--- config.mk ---
export PLATFORM = sky130hd
export DESIGN_NAME = rmi_bank_ctrl
export DESIGN_NICKNAME = d
export VERILOG_FILES = /design/src/rtl/rmi_pkg.sv /design/src/rtl/rmi_edge_det.sv /design/src/rtl/rmi_bank_ctrl.sv
export SDC_FILE = /design/constraint.sdc
export NUM_CORES = 1
export LEC_CHECK = 0
export BUFFER_PORTS_ARGS = -buffer_cell sky130_fd_sc_hd__buf_2
export CORE_MARGIN = 4
export CORE_UTILIZATION = 43
export CTS_CLUSTER_SIZE = 25
export DETAILED_ROUTE_END_ITERATION = 8
export PLACE_DENSITY = 0.85
export SLEW_MARGIN = 30
export SYNTH_ARGS = -nofsm -noshare
export SYNTH_HDL_FRONTEND = slang
export SYNTH_SLANG_ARGS = --single-unit
export TNS_END_PERCENT = 50
--- constraint.sdc ---
create_clock -name clk -period 1.6 [get_ports clk]
set_input_delay 0.16 -clock clk [delete_from_list [all_inputs] [get_ports clk]]
set_output_delay 0.16 -clock clk [all_outputs]
set_load 0.02 [all_outputs]
--- src/rtl/rmi_pkg.sv ---
// Shared types and defaults for the RMI schedule bank controller.
package rmi_pkg;

    typedef enum logic [1:0] {
        IDLE,
        LOAD,
        WAIT_SWAP,
        SWAP
    } rmiState_e;

    localparam int DEF_DATA_W = 32;
    localparam int DEF_ADDR_W = 32;
    localparam int DEF_DEPTH  = 16;

endpackage

--- src/rtl/rmi_edge_det.sv ---
// Rising-edge detector: rise is high in the first cycle sigIn is sampled high.
module rmi_edge_det (
    input  logic clk,
    input  logic rst,
    input  logic sigIn,
    output logic rise
);

    logic sigD;

    always_ff @(posedge clk or negedge rst) begin
        if (!rst) begin
            sigD <= 1'b0;
        end else begin
            sigD <= sigIn;
        end
    end

    assign rise = sigIn & ~sigD;

endmodule

--- src/rtl/rmi_bank_ctrl.sv ---
// Ping-pong schedule bank controller: fills the shadow BRAM word by word and
// flips selMem only once a complete schedule is in place.
module rmi_bank_ctrl
    import rmi_pkg::*;
#(
    parameter int DATA_W        = DEF_DATA_W,
    parameter int ADDR_W        = DEF_ADDR_W,
    parameter int DEPTH         = DEF_DEPTH,
    parameter int SWAP_ON_FRAME = 1
) (
    input  logic              clk,
    input  logic              rst,
    input  logic              tx,
    input  logic [DATA_W-1:0] newSchedule,
    input  logic              wordValid,
    output logic              wordReady,
    input  logic              frameStart,
    output logic              wrEn1,
    output logic [ADDR_W-1:0] wrAdd1,
    output logic [DATA_W-1:0] wrData1,
    output logic              wrEn2,
    output logic [ADDR_W-1:0] wrAdd2,
    output logic [DATA_W-1:0] wrData2,
    output logic              selMem,
    output logic              busy,
    output logic              done,
    output logic              drop
);

    localparam int CNT_W = $clog2(DEPTH + 1);

    rmiState_e        state;
    rmiState_e        stateNext;
    logic [CNT_W-1:0] count;
    logic             txRise;
    logic             accept;
    logic             lastWord;

    rmi_edge_det txEdge (
        .clk  (clk),
        .rst  (rst),
        .sigIn(tx),
        .rise (txRise)
    );

    assign wordReady = (state == LOAD);
    assign accept    = wordValid & wordReady;
    assign lastWord  = (count == CNT_W'(DEPTH - 1));
    assign busy      = (state != IDLE);

    always_comb begin
        stateNext = state;
        case (state)
            IDLE:      if (txRise) stateNext = LOAD;
            LOAD:      if (accept && lastWord) stateNext = WAIT_SWAP;
            WAIT_SWAP: if (frameStart || (SWAP_ON_FRAME == 0)) stateNext = SWAP;
            SWAP:      stateNext = IDLE;
            default:   stateNext = IDLE;
        endcase
    end

    always_ff @(posedge clk or negedge rst) begin
        if (!rst) begin
            state <= IDLE;
        end else begin
            state <= stateNext;
        end
    end

    // count is the index of the next word to accept, so it doubles as the write address.
    always_ff @(posedge clk or negedge rst) begin
        if (!rst) begin
            count <= '0;
        end else if (state == IDLE) begin
            count <= '0;
        end else if (accept) begin
            count <= count + 1'b1;
        end
    end

    // Shadow bank is ~selMem: selMem=0 means BRAM2 is the one being written.
    always_ff @(posedge clk or negedge rst) begin
        if (!rst) begin
            wrEn1   <= 1'b0;
            wrAdd1  <= '0;
            wrData1 <= '0;
            wrEn2   <= 1'b0;
            wrAdd2  <= '0;
            wrData2 <= '0;
        end else begin
            wrEn1 <= accept & selMem;
            wrEn2 <= accept & ~selMem;
            if (accept && selMem) begin
                wrAdd1  <= ADDR_W'(count);
                wrData1 <= newSchedule;
            end
            if (accept && !selMem) begin
                wrAdd2  <= ADDR_W'(count);
                wrData2 <= newSchedule;
            end
        end
    end

    always_ff @(posedge clk or negedge rst) begin
        if (!rst) begin
            selMem <= 1'b0;
            done   <= 1'b0;
            drop   <= 1'b0;
        end else begin
            done <= (state == SWAP);
            drop <= txRise & (state != IDLE);
            if (state == SWAP) begin
                selMem <= ~selMem;
            end
        end
    end

endmodule
==> results of run 1 <==
cell usage after synthesis:
master / number
and3_1: 1
a21oi_1: 4
inv_1: 6
ha_1: 7
buf_2: 3
clkinv_4: 1
buf_4: 54
a311oi_1: 1
nand3_1: 4
a221oi_1: 1
nand2b_1: 1
a2bb2oi_1: 1
nor2_1: 4
mux2_2: 45
buf_12: 2
nand2_1: 2
dfrtp_1: 87
a21boi_0: 1
buf_6: 2
conb_1: 1
nand2_2: 1
or2_4: 1
o21ai_0: 4
mux2_4: 28
or3_1: 1
xor2_1: 3
clkbuf_1: 1
registers in the layout, indices dropped and copies added (netlist names):
signal,cells
wrAdd1,5
wrData1,32
state,2
selMem,1
wrAdd2,5
done,1
txEdge.sigD,1
wrEn2,1
drop,1
wrData2,32
count,5
wrEn1,1
critical path: stages (launching register included):
cell and delay [ns]:
dfrtp_1 0.36, ha_2 0.19, and3_4 0.18, ha_4 0.13, a21boi_2 0.06, a221oi_2 0.24
mux2_4 0.33
timing repair:
| item | 4_1_cts | 5_1_grt |
|---|---|---|
| gates cloned | 0 | 3 |
| setup buffers | 5 | 3 |
| setup endpoints to repair | 10 | 47 |
| resized for setup | 9 | 13 |
| hold endpoints to repair | 25 | 0 |
| pin swaps | 1 | 2 |
| hold buffers | 2 | 0 |
cell families (layout without fill, tap and decap cells):
group | count (synthesis) | after routing | share of synthesized area (%)
compound gates | 12 | 12 | 1.90
xor+xnor | 3 | 3 | 0.676
fa+ha+maj | 7 | 7 | 2.25
buf+inv | 69 | 170 | 13.3
flops | 87 | 87 | 56.0
mux | 73 | 73 | 23.8
other cells | 1 | 54 | 0.0964
simple gates | 15 | 15 | 1.96
report_power, final:
part	switching (mW)	internal, mW	leakage, nW
combinational	2.71	2.41	1.45
sequential	0.510	3.21	1.06
clock	0.735	1.06	0.118
total	3.95	6.69	2.63
layer usage:
| layer | part of all wire (%) | vias to the layer above | global-route usage, % |
|---|---|---|---|
| met4 | 1.3 | 0 | 4.48 |
| met5 | 0 | - | 0 |
| met2 | 50 | 101 | 25.4 |
| met1 | 41 | 1188 | 18.2 |
| li1 | - | 1098 | - |
| met3 | 8.0 | 11 | 4.26 |
metrics by stage:
stage          cells  setup TNS, ns  power [mW]  instance area (um^2)  hold slack [ns]
6_report         529              0        10.6                  5010           0.0593
4_1_cts          523        -0.0656        10.5                  4870           0.0400
3_3_place_gp     502        -0.0740        8.36                  4550           0.0946
3_5_place_dp     502         -0.116        8.55                  4550            0.103
5_1_grt          529          -1.06        11.3                  5010           0.0404
2_1_floorplan    320          -1.29        6.96                  4110           -0.136
path summary, 6_finish.rpt:
| kind | slack [ns] | startpoint | endpoint |
|---|---|---|---|
| max reg2reg | 0.007 | count[1] | state[1] |
| min in group asynchronous | 0.27 | rst | wrData1[14] |
| min reg2reg | 0.50 | wrAdd2[4] | wrAdd2[4] |
| max | 0.007 | count[1] | state[1] |
| max in group asynchronous | 0.67 | rst | wrData1[19] |
| min | 0.06 | newSchedule[7] | wrData2[7] |
area by class of cell:
cell class,instances,area (um^2),share of cell area (%)
Sequential cell,87,2180,43.5
Multi-Input combinational cell,164,1490,29.7
Timing Repair Buffer,149,936,18.7
Clock buffer,10,138,2.75
Tap cell,108,135,2.70
Clock inverter,4,95.1,1.90
Inverter,7,38.8,0.775
==> impl_metrics.json, run 1 <==
{
  "status": "finished, final reports clean",
  "syn_area_per_cell_um2": 14.6,
  "antenna_found_initial": 0,
  "track_usage_pct": 14.8,
  "grt_overflow_total": 0,
  "min_path_cells": 2,
  "vias": 2398,
  "grt_max_degree": 40,
  "post-route-util_pct": 57.1,
  "portBuffers": 117,
  "numCtsBuffers": 9,
  "synth_cell_type_count": 27,
  "cts.sinks": 87,
  "maxCapViolCount": 0,
  "dp_worst_setup_slack_ns": -0.116,
  "p_leak_nw": 2.63,
  "peakVddDrop_v": 0.00117,
  "die_height_um": 103,
  "required_ns": 1.83,
  "hpwl_um": 5870,
  "ys_seq_area_share_pct": 56.0,
  "critical_path_class": "register to register",
  "rsz0062_at_grt": "true",
  "cts_tree": "done",
  "crit_fanout": 2,
  "synth_area_leaders": "dfrtp_1, mux2_2, mux2_4",
  "cts_buffer_depth": 2,
  "dr.pass1.iters": 4,
  "drive_above_1_share_pct": 58.9,
  "final_common_cell": "buf_2",
  "period_share_pct": 99.6,
  "globalplace.congestion": 0.788,
  "num_antenna_cells": 0,
  "period_needed_ns": 1.59,
  "clock-skew-final_ns": 0.0109,
  "nNetsFinal": 462,
  "final_cell_mix": "buf_2, dfrtp_1, conb_1",
  "r2r_cells": 6,
  "die_w_um": 103,
  "wirelength_um": 8170,
  "syn_area_mm2": 0.00389,
  "drc": 0,
  "h-tree-depth": 3,
  "ant_nets": 0,
  "rows": 34,
  "maxSlewViolCount": 0,
  "p_per_area_mw_per_mm2": 2130,
  "arrival_ns": 1.82,
  "synth_seq_cells": 87,
  "clkTransAtPathRegs_ns": 0.08,
  "synthCells": 267,
  "num_io_pins": 172,
  "nFillCells": 714,
  "drt-vias-per-instance": 4.53,
  "synth_top_area_cell": "dfrtp_1",
  "dieArea_mm2": 0.0106,
  "synth_top_area_share_pct": 56.0,
  "hp-class": "input pin to register",
  "initial_core_util_pct": 44.4,
  "startpoint_type": "register",
  "grt_pass1_vias": 2496,
  "area_growth_pct": 28.7,
  "drt_iter0_markers": 32,
  "hold_viol": 0,
  "endpoint_kind": "register",
  "worst_slack_ns": 0.00692,
  "grt_pass1_wl_um": 12200,
  "wl_per_cell_um": 15.4,
  "clock_tree.root_cell": "clkbuf_8",
  "max_freq_mhz": 628,
  "ys.warnings.count": 0,
  "worstSkewPairLatency_ns": 0.34,
  "core_mm2": 0.00876,
  "finalSetupViolCount": 0
}
No activity file was read; power rests on OpenSTA's default activity.
==> inputs of run 2 (changes only) <==
==> constraint.sdc (replaced) <==
create_clock -name clk -period 1.6 [get_ports clk]
set_input_delay 0.08 -clock clk [delete_from_list [all_inputs] [get_ports clk]]
set_output_delay 0.08 -clock clk [all_outputs]
set_load 0.02 [all_outputs]
==> impl_metrics.json, run 2 (synthesized netlist as in run 1, its figures left out) <==
{
  "status": "finished, final reports clean",
  "clkTransAtPathRegs_ns": 0.08,
  "post-route-util_pct": 59.7,
  "clock-skew-final_ns": 0.00660,
  "p_leak_nw": 2.71,
  "dr.pass1.iters": 4,
  "power_mw": 10.4,
  "clkPwrFrac_pct": 16.2,
  "period_share_pct": 99.7,
  "dieArea_mm2": 0.0106,
  "comb_power_share_pct": 48.0,
  "required_ns": 1.82,
  "critical_path_class": "register to register",
  "endpoint_kind": "register",
  "vias": 2521,
  "grt_pass1_vias": 2575,
  "area_growth_pct": 34.5,
  "crit_fanout": 2,
  "hp-class": "input pin to register",
  "timing.hold.ws_ns": 0.132,
  "maxCapViolCount": 0,
  "worstSkewPairLatency_ns": 0.34,
  "p_sw_share_pct": 37.7,
  "hpwl_um": 5730,
  "drc": 0,
  "num_io_pins": 172,
  "die_w_um": 103,
  "placed_area_mm2": 0.00455,
  "rows": 34,
  "globalplace.congestion": 0.786,
  "clock_tree.root_cell": "clkbuf_8",
  "startpoint_type": "register",
  "grt_pass1_wl_um": 12800,
  "p_switching_mw": 3.93,
  "peakVddDrop_v": 0.000947,
  "wl_per_cell_um": 15.1,
  "final_cell_mix": "buf_2, dfrtp_1, conb_1",
  "numCtsBuffers": 9,
  "period_needed_ns": 1.60,
  "p_int_mw": 6.49,
  "cts_tree": "done",
  "worst_slack_ns": 0.00414,
  "finalSetupViolCount": 0,
  "nNetsFinal": 488,
  "grt_max_degree": 43,
  "instances_no_fill": 557,
  "hold_viol": 0,
  "cts.sinks": 87,
  "maxSlewViolCount": 0,
  "max_freq_mhz": 627,
  "final_common_cell": "buf_2",
  "drt-vias-per-instance": 4.53,
  "dp.cells": 502,
  "drt_iter0_markers": 39,
  "num_antenna_cells": 0,
  "core_mm2": 0.00876,
  "cts_buffer_depth": 2,
  "portBuffers": 117,
  "dp_worst_setup_slack_ns": -0.131,
  "die_height_um": 103,
  "reg_top3": "wrData1: 32 flops, wrData2: 32 flops",
  "grt_overflow_total": 0,
  "antenna_found_initial": 0,
  "fin_setup_tns_ns": 0,
  "p_per_area_mw_per_mm2": 1990,
  "drive_above_1_share_pct": 53.5,
  "h-tree-depth": 3,
  "seq_power_share_pct": 35.9,
  "rsz0062_at_grt": "true",
  "finalInstanceArea_mm2": 0.00523,
  "wirelength_um": 8390,
  "arrival_ns": 1.82,
  "ant_nets": 0,
  "initial_core_util_pct": 44.4,
  "track_usage_pct": 15.6
}
[run 2: cell count changes in the layout (fill, tap and decap cells not counted), moves of 2 or more]
cell / change
buf_4: -5
clkbuf_1: +2
dlygate4sd3_1: +32
mux2_2: +5
mux2_4: -5
[run 2: cell type report]
cell class	count	area (um^2)
fillers	688	3530
flip-flops and latches	87	2180
multi-input cells	164	1470
repair buffers	175	1190
clock buffers	13	159
well taps	108	135
clock inverters	3	65.1
inverters	7	38.8
[run 2: routing by layer]
layer  up-vias  routed length (um)  GRT usage, %
li1       1150                   -             -
met1      1247                3360          18.9
met2       112                4300          26.5
met3        12                 625          4.06
met4         0                  99          6.08
met5         -                   0             0
[run 2: final timing paths]
check / endpoint / depth (start not counted) / slack (ns) / from
worst max-delay path: state[1] / 6 / 0.004 / count[1]
worst min-delay path: count[1] / 3 / 0.13 / wordValid
worst max register to register: state[1] / 6 / 0.004 / count[1]
worst min register to register: wrAdd1[4] / 2 / 0.50 / wrAdd1[4]
max in group asynchronous: count[3] / 3 / 0.81 / rst
min in group asynchronous: wrData1[14] / 2 / 0.21 / rst
[run 2: what timing repair did]
item | CTS | global route
gates resized for setup | 4 | 10
hold buffers | 34 | 0
gates cloned | 0 | 1
buffers inserted | 0 | 4
hold endpoints to repair | 92 | 0
setup endpoints to repair | 14 | 47
pin swaps | 1 | 1
[run 2: power by group through the flow]
stage	clock network [mW]	logic [mW]	registers, mW
after floorplan	0	2.02	4.94
after global placement	0	4.66	3.70
after detailed placement	0	4.78	3.76
after CTS	1.74	4.89	3.73
after global routing	1.85	5.37	3.86
final	1.69	5.00	3.74
[run 2: worst max-delay path, stage by stage (launching register included)]
cell	delay, ns
dfrtp_1	0.37
ha_2	0.18
and3_4	0.19
ha_4	0.13
a21boi_4	0.06
a221oi_4	0.23
mux2_4	0.33
